===== config.mk =====
export PLATFORM = sky130hd
export DESIGN_NAME = dm_arbiter_flat
export DESIGN_NICKNAME = d
export VERILOG_FILES = /design/src/rtl/dm_arbiter_if.sv /design/src/rtl/dm_arbiter.sv /design/src/flat_wrapper.sv
export SDC_FILE = /design/constraint.sdc
export NUM_CORES = 1
export LEC_CHECK = 0
export BUFFER_PORTS_ARGS = -buffer_cell sky130_fd_sc_hd__buf_2
export CORE_UTILIZATION = 43
export DETAILED_ROUTE_END_ITERATION = 10
export PLACE_DENSITY = 0.82
export SLEW_MARGIN = 10
export SYNTH_ARGS = -nofsm -noshare
export SYNTH_HDL_FRONTEND = slang
export SYNTH_SLANG_ARGS = --single-unit

===== constraint.sdc =====
create_clock -name clk -period 3.8 [get_ports clk]
set_input_delay 0.76 -clock clk [delete_from_list [all_inputs] [get_ports clk]]
set_output_delay 0.76 -clock clk [all_outputs]
set_load 0.05 [all_outputs]

===== src/rtl/dm_arbiter_if.sv =====
// dm_arbiter_if: one requester port of the data-memory arbiter.
// master = requester side, slave = arbiter side.
interface dm_arbiter_if #(
  parameter int ADDR_W = 10,
  parameter int DATA_W = 32
);
  logic              req;
  logic              we;
  logic [ADDR_W-1:0] addr;
  logic [DATA_W-1:0] wdata;
  logic              ack;
  logic [DATA_W-1:0] rdata;

  modport master (
    output req, we, addr, wdata,
    input  ack, rdata
  );

  modport slave (
    input  req, we, addr, wdata,
    output ack, rdata
  );
endinterface


===== src/rtl/dm_arbiter.sv =====
// dm_arbiter: round-robin sharing of the 4K data memory, IDLE/ACCESS/RESP.
// Optional counters gnt_cnt0/gnt_cnt1/conflict_cnt under DM_ARB_STATS_EN.
module dm_arbiter #(
  parameter int ADDR_W = 10,
  parameter int DATA_W = 32,
  parameter int CNT_W  = 16
) (
  input  logic              clk,
  input  logic              rst,
  dm_arbiter_if.slave       m0,
  dm_arbiter_if.slave       m1,
  output logic [ADDR_W-1:0] dm_addr,
  output logic [DATA_W-1:0] dm_din,
  output logic              dm_wEn,
  input  logic [DATA_W-1:0] dm_dout
`ifdef DM_ARB_STATS_EN
  ,
  output logic [CNT_W-1:0]  gnt_cnt0,
  output logic [CNT_W-1:0]  gnt_cnt1,
  output logic [CNT_W-1:0]  conflict_cnt
`endif
);

  typedef enum logic [1:0] {
    IDLE   = 2'd0,
    ACCESS = 2'd1,
    RESP   = 2'd2
  } state_e;

  state_e            state_q, state_d;
  logic              owner_q, owner_d;
  logic              last_gnt_q, last_gnt_d;
  logic              we_q, we_d;
  logic [ADDR_W-1:0] addr_q, addr_d;
  logic [DATA_W-1:0] wdata_q, wdata_d;
  logic [DATA_W-1:0] rdata0_q, rdata0_d;
  logic [DATA_W-1:0] rdata1_q, rdata1_d;

  logic gnt_v;
  logic gnt_sel;
  logic both_req;

  assign both_req = m0.req & m1.req;
  assign gnt_v    = m0.req | m1.req;
  // On a tie the port that did not win last time goes next.
  assign gnt_sel  = both_req ? ~last_gnt_q : m1.req;

  always_ff @(posedge clk or posedge rst) begin
    if (rst) begin
      state_q    <= IDLE;
      owner_q    <= 1'b0;
      last_gnt_q <= 1'b1;
      we_q       <= 1'b0;
      addr_q     <= '0;
      wdata_q    <= '0;
      rdata0_q   <= '0;
      rdata1_q   <= '0;
    end else begin
      state_q    <= state_d;
      owner_q    <= owner_d;
      last_gnt_q <= last_gnt_d;
      we_q       <= we_d;
      addr_q     <= addr_d;
      wdata_q    <= wdata_d;
      rdata0_q   <= rdata0_d;
      rdata1_q   <= rdata1_d;
    end
  end

  always_comb begin
    state_d = state_q;
    unique case (state_q)
      IDLE:    if (gnt_v) state_d = ACCESS;
      ACCESS:  state_d = RESP;
      RESP:    state_d = IDLE;
      default: state_d = IDLE;
    endcase
  end

  always_comb begin
    owner_d    = owner_q;
    last_gnt_d = last_gnt_q;
    we_d       = we_q;
    addr_d     = addr_q;
    wdata_d    = wdata_q;
    rdata0_d   = rdata0_q;
    rdata1_d   = rdata1_q;
    if (state_q == IDLE && gnt_v) begin
      owner_d    = gnt_sel;
      last_gnt_d = gnt_sel;
      we_d       = gnt_sel ? m1.we    : m0.we;
      addr_d     = gnt_sel ? m1.addr  : m0.addr;
      wdata_d    = gnt_sel ? m1.wdata : m0.wdata;
    end
    if (state_q == ACCESS && !we_q) begin
      if (owner_q) rdata1_d = dm_dout;
      else         rdata0_d = dm_dout;
    end
  end

  always_comb begin
    dm_addr = '0;
    dm_din  = '0;
    dm_wEn  = 1'b0;
    m0.ack  = 1'b0;
    m1.ack  = 1'b0;
    unique case (1'b1)
      (state_q == ACCESS): begin
        dm_addr = addr_q;
        dm_din  = wdata_q;
        dm_wEn  = we_q;
      end
      (state_q == RESP): begin
        m0.ack = ~owner_q;
        m1.ack = owner_q;
      end
      default: ;
    endcase
  end

  assign m0.rdata = rdata0_q;
  assign m1.rdata = rdata1_q;

`ifdef DM_ARB_STATS_EN
  logic [CNT_W-1:0] gnt_cnt0_q, gnt_cnt0_d;
  logic [CNT_W-1:0] gnt_cnt1_q, gnt_cnt1_d;
  logic [CNT_W-1:0] conflict_q, conflict_d;

  always_comb begin
    gnt_cnt0_d = gnt_cnt0_q;
    gnt_cnt1_d = gnt_cnt1_q;
    conflict_d = conflict_q;
    if (state_q == IDLE && gnt_v) begin
      if (gnt_sel) gnt_cnt1_d = gnt_cnt1_q + 1'b1;
      else         gnt_cnt0_d = gnt_cnt0_q + 1'b1;
      if (both_req) conflict_d = conflict_q + 1'b1;
    end
  end

  always_ff @(posedge clk or posedge rst) begin
    if (rst) begin
      gnt_cnt0_q <= '0;
      gnt_cnt1_q <= '0;
      conflict_q <= '0;
    end else begin
      gnt_cnt0_q <= gnt_cnt0_d;
      gnt_cnt1_q <= gnt_cnt1_d;
      conflict_q <= conflict_d;
    end
  end

  assign gnt_cnt0     = gnt_cnt0_q;
  assign gnt_cnt1     = gnt_cnt1_q;
  assign conflict_cnt = conflict_q;
`endif

endmodule

===== src/flat_wrapper.sv =====
// flat-port wrapper written by rule: the top's interface ports become plain ports
module dm_arbiter_flat 
#(
  parameter int ADDR_W = 10,
  parameter int DATA_W = 32,
  parameter int CNT_W  = 16
)
  (clk, rst, dm_addr, dm_din, dm_wEn, dm_dout, m0_req, m0_we, m0_addr, m0_wdata, m0_ack, m0_rdata, m1_req, m1_we, m1_addr, m1_wdata, m1_ack, m1_rdata);
  dm_arbiter_if #(.ADDR_W(ADDR_W), .DATA_W(DATA_W)) m0_i ();
  dm_arbiter_if #(.ADDR_W(ADDR_W), .DATA_W(DATA_W)) m1_i ();
  input  logic clk;
  input  logic rst;
  output logic [ADDR_W-1:0] dm_addr;
  output logic [DATA_W-1:0] dm_din;
  output logic dm_wEn;
  input  logic [DATA_W-1:0] dm_dout;
  input wire logic [$bits(m0_i.req)-1:0] m0_req;
  input wire logic [$bits(m0_i.we)-1:0] m0_we;
  input wire logic [$bits(m0_i.addr)-1:0] m0_addr;
  input wire logic [$bits(m0_i.wdata)-1:0] m0_wdata;
  output wire logic [$bits(m0_i.ack)-1:0] m0_ack;
  output wire logic [$bits(m0_i.rdata)-1:0] m0_rdata;
  input wire logic [$bits(m1_i.req)-1:0] m1_req;
  input wire logic [$bits(m1_i.we)-1:0] m1_we;
  input wire logic [$bits(m1_i.addr)-1:0] m1_addr;
  input wire logic [$bits(m1_i.wdata)-1:0] m1_wdata;
  output wire logic [$bits(m1_i.ack)-1:0] m1_ack;
  output wire logic [$bits(m1_i.rdata)-1:0] m1_rdata;
  assign m0_i.req = m0_req;
  assign m0_i.we = m0_we;
  assign m0_i.addr = m0_addr;
  assign m0_i.wdata = m0_wdata;
  assign m0_ack = m0_i.ack;
  assign m0_rdata = m0_i.rdata;
  assign m1_i.req = m1_req;
  assign m1_i.we = m1_we;
  assign m1_i.addr = m1_addr;
  assign m1_i.wdata = m1_wdata;
  assign m1_ack = m1_i.ack;
  assign m1_rdata = m1_i.rdata;
  dm_arbiter #(.ADDR_W(ADDR_W), .DATA_W(DATA_W), .CNT_W(CNT_W)) u_core (.clk(clk), .rst(rst), .m0(m0_i), .m1(m1_i), .dm_addr(dm_addr), .dm_din(dm_din), .dm_wEn(dm_wEn), .dm_dout(dm_dout));
endmodule

==> results.md, run 1 <==
- Status: complete, no violations
- Utilization after layout: 57.0%
- Final worst path period share: 80.9%
- Root buffer cell: clkbuf_16
- Cts hold-fix bufs: 0
- Worst clock skew: 0.00859 ns
- HPWL Detailed: 8.09 mm
- Slowest CP cell: inv_1
- CTS tree: done
- Syn Inst Count: 338
- Total GRT Usage: 17.1%
- Average size of a mapped cell: 15.7 µm²
- Post-synthesis cell type count: 21
- Measured slew at the worst slew-check pin: 0.819 ns
- Worst-path clk slew: 0.08 ns
- EDFF count, synth: 0
- Crit. End Element: output pin
- # Post-CTS Setup Buffers: 0
- Main synth FF type: dfrtp_1
- Top-count cell post-synth: dfrtp_1
- CP required: 3.04 ns
- Ys async rst share: 100%
- Clock sinks: 111
- First-pass GRT wire length: 17.4 mm
- Kind of critical path: register to output pin
- Crit path max-delay family: buffers and inverters
- Bufs and invs on worst path: 3
- RSZ-0062 raised after global routing: false
- FF-to-FF path depth: 4
- Worst min path class: register to register
- WP data arrival: 2.31 ns
- Placer Congestion: 0.754
- Commonest cells in the netlist: dfrtp_1 (110), mux2_4 (78), mux2_2 (68)
- Share of cells above drive strength 1: 70.8%
- Number of global-route vias before repair: 3638
- Area Growth Syn to Fin: 29.3%
- Non-filler cells, final: 718
- WP depth: 5
- DRT Pass-1 Iters: 4
- Worst-skew pair later-pin latency: 0.34 ns
- Antenna Nets Post-Route: 0
- Die H: 113 µm
- Core area: 0.0120 mm²
- Grt total ovfl: 0
- N_diodes: 0
- Post-CTS Resized: 0
- DR iter-0 viols: 116
- Largest net degree at the start of global routing: 49
- Syn Std Cell Area: 0.00530 mm²
- Fillers: 972
- Syn Nets: 460
- CTS buffer count: 9
- Die area: 0.0128 mm²
- Clock Path Buffers: 2
- Setup crit start kind: register
- # rows: 40
- Vias per cell: 4.86
- Post-Route WL: 10.8 mm
- Synth top area cells: dfrtp_1 (52%), mux2_4 (22%), mux2_2 (14%)
- Vias: 3492
- Largest stage delay, worst path: 0.64 ns
- Crit-path max FO: 35
- Pins Over Slew Limit: 0
- Period minus WS final: 3.07 ns
- Ports: 231
- H-tree depth: 3
- Max cap viols: 0
- Die Wd: 113 µm
- Nets: 688
- Hold path cells: 1
- Synth top area share: 52.0%
- Initial antenna violation count: 0
- Setup Viol. Count Final: 0
- Initial Util: 44.1%
- I/O Buffers: 230
- Max Freq: 325 MHz
- Crit-path cells: nand2b_1, inv_1, buf_4, and2_1, buf_2
- Largest area contributor in the netlist: dfrtp_1
- Synthesized flop and latch total: 111
- Placed instance count: 702
- Final setup TNS: 0 ns
- Slew headroom: 45.3%
- Drt wl/cell: 15.0 µm
- Final hold violation count: 0
- Seq/Total Area, Yosys: 52.5%
- YS warnings: 0
- # DRC: 0
## through the flow
step | instance area [µm²] | setup WS (ns) | hold WS (ns)
after global routing | 6840 | 0.498 | 0.502
after floorplan | 5300 | 0.111 | 0.472
after detailed placement | 6550 | 1.00 | 0.471
after global placement | 6550 | 1.11 | 0.463
after CTS | 6840 | 0.629 | 0.488
final | 6840 | 0.727 | 0.483
## per-layer routing
| metal | GRT usage [%] | up-vias | part of all wire, % |
|---|---|---|---|
| met2 | 30.0 | 154 | 51 |
| met4 | 5.61 | 0 | 1.6 |
| li1 | - | 1634 | - |
| met5 | 0 | - | 0 |
| met1 | 20.5 | 1688 | 41 |
| met3 | 4.66 | 16 | 6.4 |
## flip-flops by register name, indices dropped and copies added, names as in the netlist
| register | cells |
|---|---|
| u_core.m0.rdata | 32 |
| u_core.m1.rdata | 32 |
| u_core.wdata_q | 32 |
| u_core.addr_q | 10 |
| u_core.state_q | 2 |
| u_core.last_gnt_q | 1 |
| u_core.owner_q | 1 |
| u_core.we_q | 1 |
## final cells by class
cell class / count / area (µm²) / area share, %
Clock buffer: 10 / 229 / 3.35
Clock inverter: 6 / 62.6 / 0.914
Inverter: 3 / 13.8 / 0.201
Multi-Input combinational cell: 204 / 2350 / 34.3
Sequential cell: 111 / 2780 / 40.6
Tap cell: 147 / 184 / 2.69
Timing Repair Buffer: 237 / 1230 / 18.0
## placed cells by master (no fill, tap or decap)
cell / count
dfstp_2: 1
buf_2: 230
a21bo_2: 1
clkbuf_1: 1
nand2b_1: 1
inv_8: 1
nor3_4: 2
clkbuf_16: 9
inv_4: 1
nor3b_1: 2
clkinv_8: 1
buf_12: 2
clkinv_4: 1
o21a_2: 1
inv_1: 2
mux2_4: 78
buf_4: 5
a31oi_1: 1
and2_1: 43
inv_6: 3
mux2_2: 68
mux2_1: 4
o32ai_1: 1
dfrtp_1: 110
nor2_1: 1
a21oi_1: 1
## final timing paths
kind / from / slack [ns] / endpoint
setup / recovery: u_core.state_q[1] / 0.73 / dm_din[26]
hold / removal: u_core.m0.rdata[23] / 0.48 / u_core.m0.rdata[23]
setup reg to reg: u_core.last_gnt_q / 1.56 / u_core.wdata_q[12]
hold reg to reg: u_core.m0.rdata[23] / 0.48 / u_core.m0.rdata[23]
max in group asynchronous: rst / 2.44 / u_core.last_gnt_q
min in group asynchronous: rst / 0.49 / u_core.m1.rdata[6]
## kinds of logic after synthesis
group,after synthesis,share of synthesized area [%]
multiplexers,150,37.4
flip-flops,111,52.5
AO/OA/AOI/OAI,5,0.709
buffers and inverters,23,3.45
AND/OR/NAND/NOR,49,5.93
Power of run 1 is not shown: default switching activity piles up to over one toggle a cycle in this logic, so the estimate is an artifact.
==> run 2, diff against run 1 <==
ABC_AREA = 1   (was not set)
CORE_UTILIZATION = 44   (was 43)
PLACE_DENSITY = 0.83   (was 0.82)
clock period = 2.6 ns   (was 3.8 ns; I/O delays follow)
==> run 2 against run 1 <==
Net effect:
- critical path depth stayed put
- hold slack worse by 0.16 ns
- sequential cell count did not move
- via count rose by 59%
- worst setup slack got worse by 0.41 ns
- wire length up 34%
- utilization rose by 0.82 points
- critical endpoint is now dm_din[1]
==> results.md, run 2 <==
- CP required: 2.08 ns (was 3.04 ns)
- Total GRT Usage: 21.9% (was 17.1%)
- Leakage: 4.39 nW
- YS warnings: 0 (unchanged)
- Crit-path max FO: 43 (was 35)
- Post-Place Setup Slack: 0.638 ns (was 1.00 ns)
- Worst-skew pair later-pin latency: 0.34 ns (about the same)
- Antenna Nets Post-Route: 0 (unchanged)
- Max cap viols: 0 (unchanged)
- # Post-CTS Setup Buffers: 0 (unchanged)
- Syn Nets: 884 (was 460)
- Ys async rst share: 100% (unchanged)
- Syn Inst Count: 762 (was 338)
- Pins Over Slew Limit: 0 (unchanged)
- # rows: 40 (unchanged)
- Root buffer cell: clkbuf_16 (unchanged)
- Die area: 0.0133 mm² (was 0.0128 mm²)
- Worst-path clk slew: 0.08 ns (about the same)
- Period minus WS final: 2.28 ns
- Met3 wire len: 974 µm (was 691 µm)
- Clock sinks: 111 (unchanged)
- Synth top area share: 48.8% (was 52.0%)
- Syn Std Cell Area: 0.00564 mm² (was 0.00530 mm²)
- Average size of a mapped cell: 7.40 µm² (was 15.7 µm²)
- Commonest non-fill, non-tap cell in the layout: nand2_1 (was buf_2)
- Core area: 0.0123 mm² (was 0.0120 mm²)
- Synth top area cells: dfrtp_1 (49%), nand2_1 (17%), inv_1 (8.7%) (was dfrtp_1 (52%), mux2_4 (22%), mux2_2 (14%))
- Largest net degree at the start of global routing: 112 (was 49)
- Die H: 115 µm (was 113 µm)
- Number of global-route vias before repair: 4856 (was 3638)
- Final instance area: 0.00709 mm² (was 0.00684 mm²)
- Top-count cell post-synth: nand2_1 (was dfrtp_1)
- Placer Congestion: 0.768 (was 0.754)
- Measured slew at the worst slew-check pin: 0.841 ns (was 0.819 ns)
- Most frequent cells in the layout: nand2_1 (259), buf_2 (230), inv_1 (129) (was buf_2 (230), dfrtp_1 (110), mux2_4 (78))
- Clock Path Buffers: 2 (unchanged)
- Met2 Wirelength: 6.56 mm (was 5.48 mm)
- Vias: 5538 (was 3492)
- Post-Route WL: 14.5 mm (was 10.8 mm)
- I/O Buffers: 230 (unchanged)
- N_diodes: 0 (unchanged)
- Overall Power: 10.4 mW
- Grt total ovfl: 0 (unchanged)
- Area Growth Syn to Fin: 25.7% (was 29.3%)
- Setup crit start kind: register (unchanged)
- Crit. End Element: output pin (unchanged)
- First-pass GRT wire length: 23.0 mm (was 17.4 mm)
- Setup Viol. Count Final: 0 (unchanged)
- Commonest cells in the netlist: nand2_1 (259), inv_1 (131), dfrtp_1 (110) (was dfrtp_1 (110), mux2_4 (78), mux2_2 (68))
- Post-DP Area: 0.00681 mm² (was 0.00655 mm²)
- DR iter-0 viols: 580 (was 116)
- Cts hold-fix bufs: 0 (unchanged)
- Initial Util: 46.0% (was 44.1%)
- Nets: 1084 (was 688)
- Die Wd: 115 µm (was 113 µm)
- Synthesized flop and latch total: 111 (unchanged)
- Worst min path class: input pin to async pin (was register to register)
- DRT Pass-1 Iters: 6 (was 4)
- Kind of critical path: register to output pin (unchanged)
- Final hold violation count: 0 (unchanged)
- # DRC: 0 (unchanged)
- Final worst slack: 0.322 ns (was 0.727 ns)
- CTS tree: done (unchanged)
- Final worst path period share: 87.6%
- Seq/Total Area, Yosys: 49.3% (was 52.5%)
- Slew headroom: 43.7% (was 45.3%)
- HPWL Detailed: 9.89 mm (was 8.09 mm)
- Maximum vdd drop: 0.000605 V
- Post-synthesis cell type count: 19 (was 21)
- Max Freq: 439 MHz
- Pwr dens: 1460 mW/mm²
- Ports: 231 (unchanged)
- Vias per cell: 4.88 (was 4.86)
- Share of cells above drive strength 1: 27.9% (was 70.8%)
- Main synth FF type: dfrtp_1 (unchanged)
- H-tree depth: 3 (unchanged)
- RSZ-0062 raised after global routing: false (unchanged)
- WP data arrival: 1.76 ns (was 2.31 ns)
- Largest area contributor in the netlist: dfrtp_1 (unchanged)
- Drt wl/cell: 12.8 µm (was 15.0 µm)
- Met1 Wirelength: 6.70 mm (was 4.45 mm)
- Worst clock skew: 0.0102 ns (was 0.00859 ns)
- EDFF count, synth: 0 (unchanged)
- Status: complete, no violations (unchanged)
- CTS buffer count: 9 (unchanged)
- Initial antenna violation count: 1 (was 0)
- Post-CTS Resized: 0 (unchanged)
- Top Layer Used: met5 (was met4)
- Final setup TNS: 0 ns (unchanged)
==> run 2: changes by cell type after synthesis, sizes merged, moves of 2 or more <==
cell    delta
nand4     +65
inv      +132
buf       +17
nand3     +88
and2      -43
nand2    +262
nor3b      -2
clkbuf    +15
nor2      +45
mux2     -150
==> run 2: final timing paths <==
check                              startpoint             endpoint  slack (ns)  cells past startpoint
max                         u_core.state_q[0]            dm_din[1]        0.32                      5
min                                       rst  u_core.m0.rdata[26]        0.32                      3
max reg2reg                 u_core.state_q[0]  u_core.m0.rdata[25]        0.79                      7
min reg2reg                u_core.m0.rdata[3]   u_core.m0.rdata[3]        0.47                      2
max in group asynchronous                 rst    u_core.wdata_q[6]        1.81                      3
min in group clk                   dm_dout[0]   u_core.m1.rdata[0]        0.44                      3
==> run 2: final cells by class <==
type                    count  area, µm²
repair buffers            241       1250
well taps                 168        210
inverters                 135        513
clock inverters             7       56.3
flip-flops and latches    111       2780
clock buffers               9        225
multi-input cells         464       2060
fillers                  1122       5170
==> run 2: metal layers <==
layer  vias to the layer above  global-route usage, %
li1                       2748                      -
met1                      2518                   29.7
met2                       247                   35.3
met3                        23                   3.80
met4                         2                   8.31
met5                         -                      0
==> run 2: where the power goes <==
group	switching [mW]	total, mW	internal (mW)	leakage, nW
Clock	0.652	1.31	0.661	0.130
Sequential	0.484	3.09	2.60	1.35
Combinational	4.66	5.96	1.29	2.90
==> run 2: kinds of logic (layout without fill, tap and decap cells) <==
| family | count (synthesis) | in the layout | share of synthesized area (%) |
|---|---|---|---|
| DFF | 111 | 111 | 49.3 |
| and+or+nand+nor | 463 | 463 | 36.4 |
| AOI/OAI and AO/OA | 1 | 1 | 0.0887 |
| buffers and inverters | 187 | 392 | 14.2 |
==> run 2: critical path, stage by stage, from the launching register on <==
cell and delay (ns):
dfrtp_1 0.41, inv_2 0.10, nor2_4 0.04, inv_2 0.52
nor2_1 0.09, buf_2 0.24
==> run 2: stage by stage <==
stage	utilization, %	std cells	hold WS (ns)
floorplan	-	762	0.449
global placement	55.5	1119	0.447
detailed placement	55.5	1119	0.453
CTS	57.8	1135	0.371
global route	57.8	1135	0.409
finish	57.8	1135	0.319
Note: power is estimated with default switching activity, not from simulation.
